[config.mk]
export PLATFORM = sky130hd
export DESIGN_NAME = freq_ascii_fmt
export DESIGN_NICKNAME = d
export VERILOG_FILES = /design/src/rtl/sdr_pkg.sv /design/src/rtl/bcd_double_dabble.sv /design/src/rtl/freq_ascii_fmt.sv
export SDC_FILE = /design/constraint.sdc
export NUM_CORES = 1
export LEC_CHECK = 0
export ABC_AREA = 0
export CAP_MARGIN = 20
export CELL_PAD_IN_SITES_DETAIL_PLACEMENT = 0
export CELL_PAD_IN_SITES_GLOBAL_PLACEMENT = 1
export CORE_ASPECT_RATIO = 1.75
export CORE_MARGIN = 5
export CORE_UTILIZATION = 48
export CTS_CLUSTER_SIZE = 24
export DETAILED_ROUTE_END_ITERATION = 8
export PLACE_DENSITY_LB_ADDON = 0.1
export SYNTH_ARGS = -nofsm -noshare
export SYNTH_HDL_FRONTEND = slang
export SYNTH_SLANG_ARGS = --single-unit
[constraint.sdc]
create_clock -name clk -period 5.2 [get_ports clk]
set_input_delay 1.04 -clock clk [delete_from_list [all_inputs] [get_ports clk]]
set_output_delay 1.04 -clock clk [all_outputs]
set_load 0.05 [all_outputs]
[src/rtl/sdr_pkg.sv]
// Shared definitions for the SDR control path: formatter FSM state
// encoding and the ASCII constants used when printing decimal values.
package sdr_pkg;

    // Formatter FSM states.
    typedef enum logic [2:0] {
        ST_IDLE    = 3'd0,
        ST_CONVERT = 3'd1,
        ST_EMIT    = 3'd2,
        ST_TERM_CR = 3'd3,
        ST_TERM_LF = 3'd4
    } fmt_state_t;

    localparam logic [7:0] ASCII_ZERO = 8'h30;
    localparam logic [7:0] ASCII_CR   = 8'h0D;
    localparam logic [7:0] ASCII_LF   = 8'h0A;

    // Map a BCD digit (0..9) onto its ASCII character.
    function automatic logic [7:0] digit_to_ascii(input logic [3:0] d);
        return ASCII_ZERO + {4'h0, d};
    endfunction

endpackage

[src/rtl/bcd_double_dabble.sv]
// Iterative binary-to-BCD converter (shift-and-add-3). One input bit is
// consumed per asserted step. 'done' is high during the step that consumes
// the final bit, so the caller can leave its convert state on that same
// edge and see the finished BCD value on the following cycle.
module bcd_double_dabble #(
    parameter int WIDTH  = 32,
    parameter int DIGITS = 10
) (
    input  logic                  clk,
    input  logic                  reset_n,
    input  logic                  load,
    input  logic [WIDTH-1:0]      data_in,
    input  logic                  step,
    output logic                  done,
    output logic [4*DIGITS-1:0]   bcd
);

    localparam int CNT_W = $clog2(WIDTH + 1);

    logic [WIDTH-1:0]    shift_q;
    logic [4*DIGITS-1:0] bcd_q;
    logic [CNT_W-1:0]    count_q;

    logic [4*DIGITS-1:0] bcd_adj;
    logic [4*DIGITS-1:0] bcd_next;
    logic [WIDTH-1:0]    shift_next;

    // Add 3 to every nibble >= 5, then shift {bcd, shift} left by one bit.
    always_comb begin
        // NOTE: every combinational output gets a default first so no path leaves it unassigned (no latch).
        bcd_adj = '0;
        for (int i = 0; i < DIGITS; i++) begin
            if (bcd_q[4*i +: 4] >= 4'd5)
                bcd_adj[4*i +: 4] = bcd_q[4*i +: 4] + 4'd3;
            else
                bcd_adj[4*i +: 4] = bcd_q[4*i +: 4];
        end
        bcd_next   = {bcd_adj[4*DIGITS-2:0], shift_q[WIDTH-1]};
        shift_next = {shift_q[WIDTH-2:0], 1'b0};
    end

    // Conversion registers: load seeds the operand, step advances one bit.
    always_ff @(posedge clk or negedge reset_n) begin
        if (!reset_n) begin
            // NOTE: sequential state uses non-blocking assignments so every register samples pre-edge values.
            shift_q <= '0;
            bcd_q   <= '0;
            count_q <= '0;
        end else if (load) begin
            shift_q <= data_in;
            bcd_q   <= '0;
            count_q <= CNT_W'(WIDTH);
        end else if (step && (count_q != '0)) begin
            shift_q <= shift_next;
            bcd_q   <= bcd_next;
            count_q <= count_q - CNT_W'(1);
        end
    end

    assign done = step && (count_q == CNT_W'(1));
    assign bcd  = bcd_q;

endmodule

[src/rtl/freq_ascii_fmt.sv]
// Frequency word to decimal ASCII formatter. Converts freq_in to BCD,
// then writes the significant digits followed by CR LF into the UART TX
// FIFO, stalling on tx_fifo_full so no character is ever dropped.
module freq_ascii_fmt
    import sdr_pkg::*;
#(
    parameter int WIDTH  = 32,
    parameter int DIGITS = 10
) (
    input  logic             clk,
    input  logic             reset_n,
    input  logic [WIDTH-1:0] freq_in,
    input  logic             start,
    output logic             busy,
    output logic [7:0]       tx_data,
    output logic             tx_fifo_wr,
    input  logic             tx_fifo_full,
    output logic             done
);

    localparam int IDX_W = (DIGITS > 1) ? $clog2(DIGITS) : 1;

    fmt_state_t          state_q;
    logic [IDX_W-1:0]    idx_q;
    logic                seen_nz_q;
    logic                done_q;

    logic                dd_load;
    logic                dd_step;
    logic                dd_done;
    logic [4*DIGITS-1:0] bcd;

    logic [3:0]          cur_digit;
    logic                skip;
    logic                emit_wr;

    assign dd_load = (state_q == ST_IDLE) && start;
    assign dd_step = (state_q == ST_CONVERT);

    bcd_double_dabble #(
        .WIDTH  (WIDTH),
        .DIGITS (DIGITS)
    ) u_bcd (
        .clk     (clk),
        .reset_n (reset_n),
        .load    (dd_load),
        .data_in (freq_in),
        .step    (dd_step),
        .done    (dd_done),
        .bcd     (bcd)
    );

    // Select the BCD digit addressed by the emit index.
    always_comb begin
        cur_digit = 4'h0;
        for (int i = 0; i < DIGITS; i++) begin
            if (idx_q == IDX_W'(i))
                cur_digit = bcd[4*i +: 4];
        end
    end

    // Digit 0 is never skipped, so a zero value still prints "0".
    assign skip    = (cur_digit == 4'h0) && !seen_nz_q && (idx_q != '0);
    assign emit_wr = (state_q == ST_EMIT) && !skip;

    assign tx_fifo_wr = (emit_wr || (state_q == ST_TERM_CR) || (state_q == ST_TERM_LF))
                        && !tx_fifo_full;

    // Output byte depends only on registered state, so it holds during a stall.
    always_comb begin
        tx_data = 8'h00;
        case (state_q)
            ST_EMIT:    tx_data = digit_to_ascii(cur_digit);
            ST_TERM_CR: tx_data = ASCII_CR;
            ST_TERM_LF: tx_data = ASCII_LF;
            default:    tx_data = 8'h00;
        endcase
    end

    // Control FSM: accept, wait for conversion, emit digits, terminate line.
    always_ff @(posedge clk or negedge reset_n) begin
        if (!reset_n) begin
            state_q   <= ST_IDLE;
            idx_q     <= '0;
            seen_nz_q <= 1'b0;
            done_q    <= 1'b0;
        end else begin
            done_q <= 1'b0;
            case (state_q)
                ST_IDLE: begin
                    if (start)
                        state_q <= ST_CONVERT;
                end
                ST_CONVERT: begin
                    if (dd_done) begin
                        state_q   <= ST_EMIT;
                        idx_q     <= IDX_W'(DIGITS - 1);
                        seen_nz_q <= 1'b0;
                    end
                end
                ST_EMIT: begin
                    if (skip) begin
                        idx_q <= idx_q - IDX_W'(1);
                    end else if (!tx_fifo_full) begin
                        seen_nz_q <= 1'b1;
                        if (idx_q == '0)
                            state_q <= ST_TERM_CR;
                        else
                            idx_q <= idx_q - IDX_W'(1);
                    end
                end
                ST_TERM_CR: begin
                    if (!tx_fifo_full)
                        state_q <= ST_TERM_LF;
                end
                ST_TERM_LF: begin
                    if (!tx_fifo_full) begin
                        done_q  <= 1'b1;
                        state_q <= ST_IDLE;
                    end
                end
                default: state_q <= ST_IDLE;
            endcase
        end
    end

    assign busy = (state_q != ST_IDLE);
    assign done = done_q;

endmodule

# [Word-level counts from Yosys, hierarchy flattened]
# Cells that the tools add are included.
[word_totals] word_cells=122 in_bits=36 regBits=87
[classes] magnitude_cmp=10 add_sub_neg=13 eq_ne=23 reduce_logical=23 mux=46
[op_table] op="two-way mux 4 bit" n=23
[op_table] op="two-way mux 40 bit" n=2
[op_table] op="two-way mux 32 bit" n=2
[op_table] op=">= comparator 4 x 3 -> 1 bit, second input constant" n=10
[op_table] op="adder 4 x 2 -> 4 bit, second input constant" n=9
[op_table] op="two-way mux 3 bit" n=8
[op_table] op="case mux 7 bit (3 select lines)" n=1
[op_table] op="== test 4 x 3 -> 1 bit, second input constant" n=4
[op_table] op="case mux 3 bit (5 select lines)" n=1
[op_table] op="inequality test 2 bit, second input constant" n=7
[op_table] op="two-way mux 6 bit" n=2
[op_table] op="== test 4 x 2 -> 1 bit, second input constant" n=2
[op_table] op="== test 4 bit, second input constant" n=2
[op_table] op="logical NOT 4 bit" n=2
[op_table] op="case mux 4 bit (2 select lines)" n=1
[op_table] op="AND reduction 4 bit" n=2
[op_table] op="adder 6 x 4 -> 7 bit, first input constant" n=1
[op_table] op="logical AND 1 bit" n=7
[op_table] op="AND reduction 7 bit" n=1
[op_table] op="== test 3 x 2 -> 1 bit, second input constant" n=2
[op_table] op="== test 6 x 1 -> 1 bit, second input constant" n=1
[op_table] op="inequality test 3 bit, second input constant" n=2
[op_table] op="nonzero test 6 bit" n=1
[op_table] op="subtractor 6 x 1 -> 6 bit, second input constant" n=1
[op_table] op="other kinds (13)" n=21

# [Longest topological paths before layout]
[logic_depth] depth_word=19 depth_mapped=10

# [Hierarchy]
# Synthesis repeated with hierarchy kept, for this count alone.
[hier_totals] hier_cells=591 hier_area_um2=5444.0
[by_module_without_submodules] mod="bcd_double_dabble" cells_per_inst=429 seq_area_each_um2=1951.9 area_per_inst_um2=4305.4 instances=1
[by_module_without_submodules] mod="freq_ascii_fmt" cells_per_inst=162 seq_area_each_um2=225.2 area_per_inst_um2=1138.6 instances=1

# [Worst setup path before layout]
# OpenSTA, ideal clock, no wires.
[synth_timing] kind="reg2out" from="register idx_q[0]" to="output tx_fifo_wr" path_stages_with_launch=10 arrival_time_ps=2883 required_time_ps=4160 slack_ps=1277 path_cell_list="dfrtp_1 -> inv_1 -> ha_1 -> buf_2 -> nand2_1 -> o211ai_1 -> nand2_1 -> a32oi_2 -> nor4_2 -> a221oi_1"
[synth_via] elab_chain_cells=19 elab_cells_between_ends=29 classes_between="eq/ne (9); mux (10); reduce/logical (10)"
[synth_lines] item="start: declaration" line="freq_ascii_fmt.sv:24" text="logic [IDX_W-1:0] idx_q;"
[synth_lines] item="start signal: assignment" line="freq_ascii_fmt.sv:97" text="idx_q <= IDX_W'(DIGITS - 1);"
[synth_lines] item="start signal: assignment" line="freq_ascii_fmt.sv:103" text="idx_q <= idx_q - IDX_W'(1);"
[synth_lines] item="start signal: assignment" line="freq_ascii_fmt.sv:109" text="idx_q <= idx_q - IDX_W'(1);"
[synth_lines] item="logical NOT 4 bit" line="freq_ascii_fmt.sv:57" text="if (idx_q == IDX_W'(i))"
[synth_lines] item="two-way mux 4 bit (10 in a row)" line="freq_ascii_fmt.sv:57"
[synth_lines] item="logical NOT 4 bit" line="freq_ascii_fmt.sv:63" text="assign skip = (cur_digit == 4'h0) && !seen_nz_q && (idx_q != '0);"
[synth_lines] item="logical AND 1 bit" line="freq_ascii_fmt.sv:63"
[synth_lines] item="logical AND 1 bit *" line="freq_ascii_fmt.sv:63"
[synth_lines] item="logical NOT 1 bit *" line="freq_ascii_fmt.sv:64" text="assign emit_wr = (state_q == ST_EMIT) && !skip;"
[synth_lines] item="logical AND 1 bit *" line="freq_ascii_fmt.sv:64"
[synth_lines] item="logical OR 1 bit * (2 in a row)" line="freq_ascii_fmt.sv:66" text="assign tx_fifo_wr = (emit_wr || (state_q == ST_TERM_CR) || (state_q == ST_TERM_LF))"
[synth_lines] item="logical AND 1 bit *" line="freq_ascii_fmt.sv:67" text="&& !tx_fifo_full;"
[synth_lines] item="end: declaration" line="freq_ascii_fmt.sv:16" text="output logic tx_fifo_wr,"
# Mark *: on every way between the ends. The rest lies on a longest branch, timed or not.

# [Final worst setup path]
[layout_timing] from="register idx_q[1]" to="output tx_fifo_wr"
# The elaborated chain is that of the path after synthesis.

==> impl_results.md <==
* Starting Density at 0.4830
* I/O Pins at 47
* Via count at 4250
* Core Area at 10570 um2
* Clock Sinks at 87
* GRT Overall Usage at 0.1975
* Cell Count Post-Placement at 726
* Layout cells sized above 1 at 0.05882
* Place WS at 1.028 ns
* CP startpoint kind: flop
* Vias in the first global route at 4345
* CP cell instances: inv_1 > ha_1 > nor3b_1 > o31ai_1 > a21oi_1 > nor2_2 > nor4_2 > a221oi_1 > clkdlybuf4s50_1
* #FFs+latches synth at 87
* Die height at 146.4 um
* Largest net degree at the start of global routing at 59
* Routed wire length at 11.88 mm
* Final nets at 669
* Critical path data arrival time at 3.50 ns
* Vias per cell at 5.728
* DRC Markers at 0
* Die area at 12880 um2
* Most common cell after layout, fill and taps aside: nand2_1
* Fillers at 1010
* Setup WS post-layout at 0.6590 ns
* R2r setup slk at 2.33 ns
* I/O Buffers at 44
* CTS tree: yes
* Clock skew after layout at 0.006580 ns
* Final Hold Fails at 0
* Post-synthesis cell area at 5106 um2
* Final Max Tran Viols at 0
* Finished Core Util at 0.5579
* Reg2Reg Launch Point: idx_q[1]
* Most frequent cells in the layout: nand2_1, dfrtp_1, clkdlybuf4s50_1
* Setup TNS Final at 0 ns
* Placed cell areas at 5574 um2
* Worst R2R End: idx_q[3]
* GRT overflow at 0
* Initial antenna violation count at 0
* Number of synthesized flops with an enable pin at 0
* Total CTS buffers at 9
* Post_cts resized at 0
* Synth unique cells at 50
* Outcome: finished, final reports clean
* GPL Wtd Cong at 0.8478
* CTS Buffer Depth at 2
* Post CTS Setup Buffer Count at 0
* Min Tclk post-route at 4.541 ns
* CP max stage delay at 0.72 ns
* Synth Instances at 582
* Primary FF master, synth: dfrtp_1
* Skew-Pair Late Insertion Delay at 0.34 ns
* Warnings from Yosys at 0
* Sequential area share after synthesis at 0.4264
* Post-DR wirelength/cell at 16.02 um
* # setup viols final at 0
* Leakage at 2.554 nW
* CTS root buf: clkbuf_16
* Design area at 5898 um2
* Drt pass-1 iters at 4
* Fin crit share at 0.8733
* FFs w/ async S/R, synth at 1.000
* H-Tree Level Count at 3
* Least-Margin Pin Slew at 1.046 ns
* Worst r2r path cells at 9
* Maxcap violations at 0
* P_int at 2.065 mW
* Diode count at 0
* Total power at 3.581 mW
* CP Capture Point: tx_fifo_wr
* Die width at 87.97 um
* Sw Share at 0.4233
* Clock group share of total power at 0.196
* Crit path kind: reg2out
* Fmax at 0.2202 GHz
* Final std cells w/o fill at 742
* Worst Setup End Kind: output port
* Area delta synth->final at 15.51%
* Worst setup startpoint: idx_q[1]
* Hold Path Class: reg2reg
* P_sw at 1.516 mW
* Avg Cell Area, Syn at 8.773 um2
* Power share of the sequential group at 0.357
* First-pass GRT wire length at 20.46 mm
* RSZ-0062 raised after global routing: no
* Cts hold-fix bufs at 0
* Critical Path RT at 4.16 ns
* Hold slack at 0.4747 ns
* DP HPWL at 8.466 mm
* Worst-path clk slew at 0.06 ns
* Combinational Power Share at 0.446
* Slowest CP cell: clkdlybuf4s50_1
* Slew headroom at 0.3024
* Final ANT Viol Nets at 0
* Maximum vdd drop at 355.8 uV
* DRT iter0 DRCs at 182
* Worst-path maximum fanout at 24
* # rows at 50
* Pwr per Cell Area at 607.1 nW/um2
[power by group through the flow]
stage | Sequential [mW] | Clock [mW] | Combinational (mW)
3_3_place_gp | 1.28 | 0 | 1.56
2_1_floorplan | 1.16 | 0 | 1.34
5_1_grt | 1.32 | 0.745 | 1.85
6_report | 1.28 | 0.703 | 1.60
3_5_place_dp | 1.29 | 0 | 1.61
4_1_cts | 1.28 | 0.719 | 1.62
[flip-flops by register name, indices dropped and copies added, names as in the netlist]
signal         cells
seen_nz_q          1
u_bcd.bcd         40
done               1
idx_q              4
u_bcd.count_q      6
state_q            3
u_bcd.shift_q     32
[metal layers]
metal / GRT usage / part of all wire / vias up / wire length [um]
met5: 0 / 0 / - / 0
met4: 0.07220 / 0.022 / 0 / 261
li1: - / - / 2092 / -
met2: 0.3497 / 0.53 / 67 / 6350
met3: 0.03840 / 0.032 / 19 / 375
met1: 0.2298 / 0.41 / 2072 / 4896
[area by class of cell]
class                      count  area, um2  area share
tap                          130      162.7     0.02758
clock buffer                  11      242.7     0.04115
timing repair buffer          50      483.0     0.08188
clock inverter                 5      81.33     0.01379
inverter                      31      116.4     0.01973
sequential                    87       2177      0.3691
multi-input combinational    428       2635      0.4468
[worst min-delay path by stage]
stage | startpoint | end | slack (ns) | cells after the start
global route | u_bcd.shift_q[3] | u_bcd.shift_q[3] | 0.50 | 2
floorplan | u_bcd.shift_q[31] | u_bcd.shift_q[31] | 0.45 | 2
finish | u_bcd.shift_q[31] | u_bcd.shift_q[31] | 0.47 | 2
CTS | u_bcd.shift_q[31] | u_bcd.shift_q[31] | 0.48 | 2
global placement | u_bcd.shift_q[11] | u_bcd.shift_q[11] | 0.46 | 2
detailed placement | u_bcd.shift_q[31] | u_bcd.shift_q[31] | 0.46 | 2
[critical path, delay by kind of cell, from the launching register on]
family	cells	cell delay (ns)
compound gates	3	0.47
flops	1	0.42
fa+ha+maj	1	0.67
buf+inv	2	0.82
simple gates	3	0.77
[cells in the mapped netlist, types with 4 or more instances]
cell	instances	area share
a21oi_1	34	0.033
a221oi_1	5	0.0086
a22oi_1	33	0.049
a32o_1	10	0.020
and2_1	5	0.0061
buf_2	7	0.0069
buf_4	4	0.0059
clkbuf_1	22	0.016
dfrtp_1	87	0.43
ha_1	26	0.064
inv_1	31	0.023
nand2_1	98	0.072
nand2b_1	13	0.016
nand3_1	35	0.034
nor2_1	32	0.024
nor2b_1	5	0.0061
nor3_1	7	0.0069
nor3b_1	5	0.0074
o21ai_0	39	0.038
o21ai_1	8	0.0078
o31ai_1	19	0.028
xnor2_1	13	0.022
xor2_1	7	0.012
[cell families after synthesis]
| logic type | count (synthesis) | share of synthesized area |
|---|---|---|
| AOI/OAI and AO/OA | 167 | 0.2220 |
| xor gates and xnor gates | 20 | 0.03431 |
| adders and majority gates | 26 | 0.06371 |
| buffers and inverters | 68 | 0.05930 |
| DFF | 87 | 0.4264 |
| muxes | 1 | 0.001960 |
| other | 1 | 0.0007344 |
| and+or+nand+nor | 212 | 0.1916 |
(Power assumes the default switching activity.)
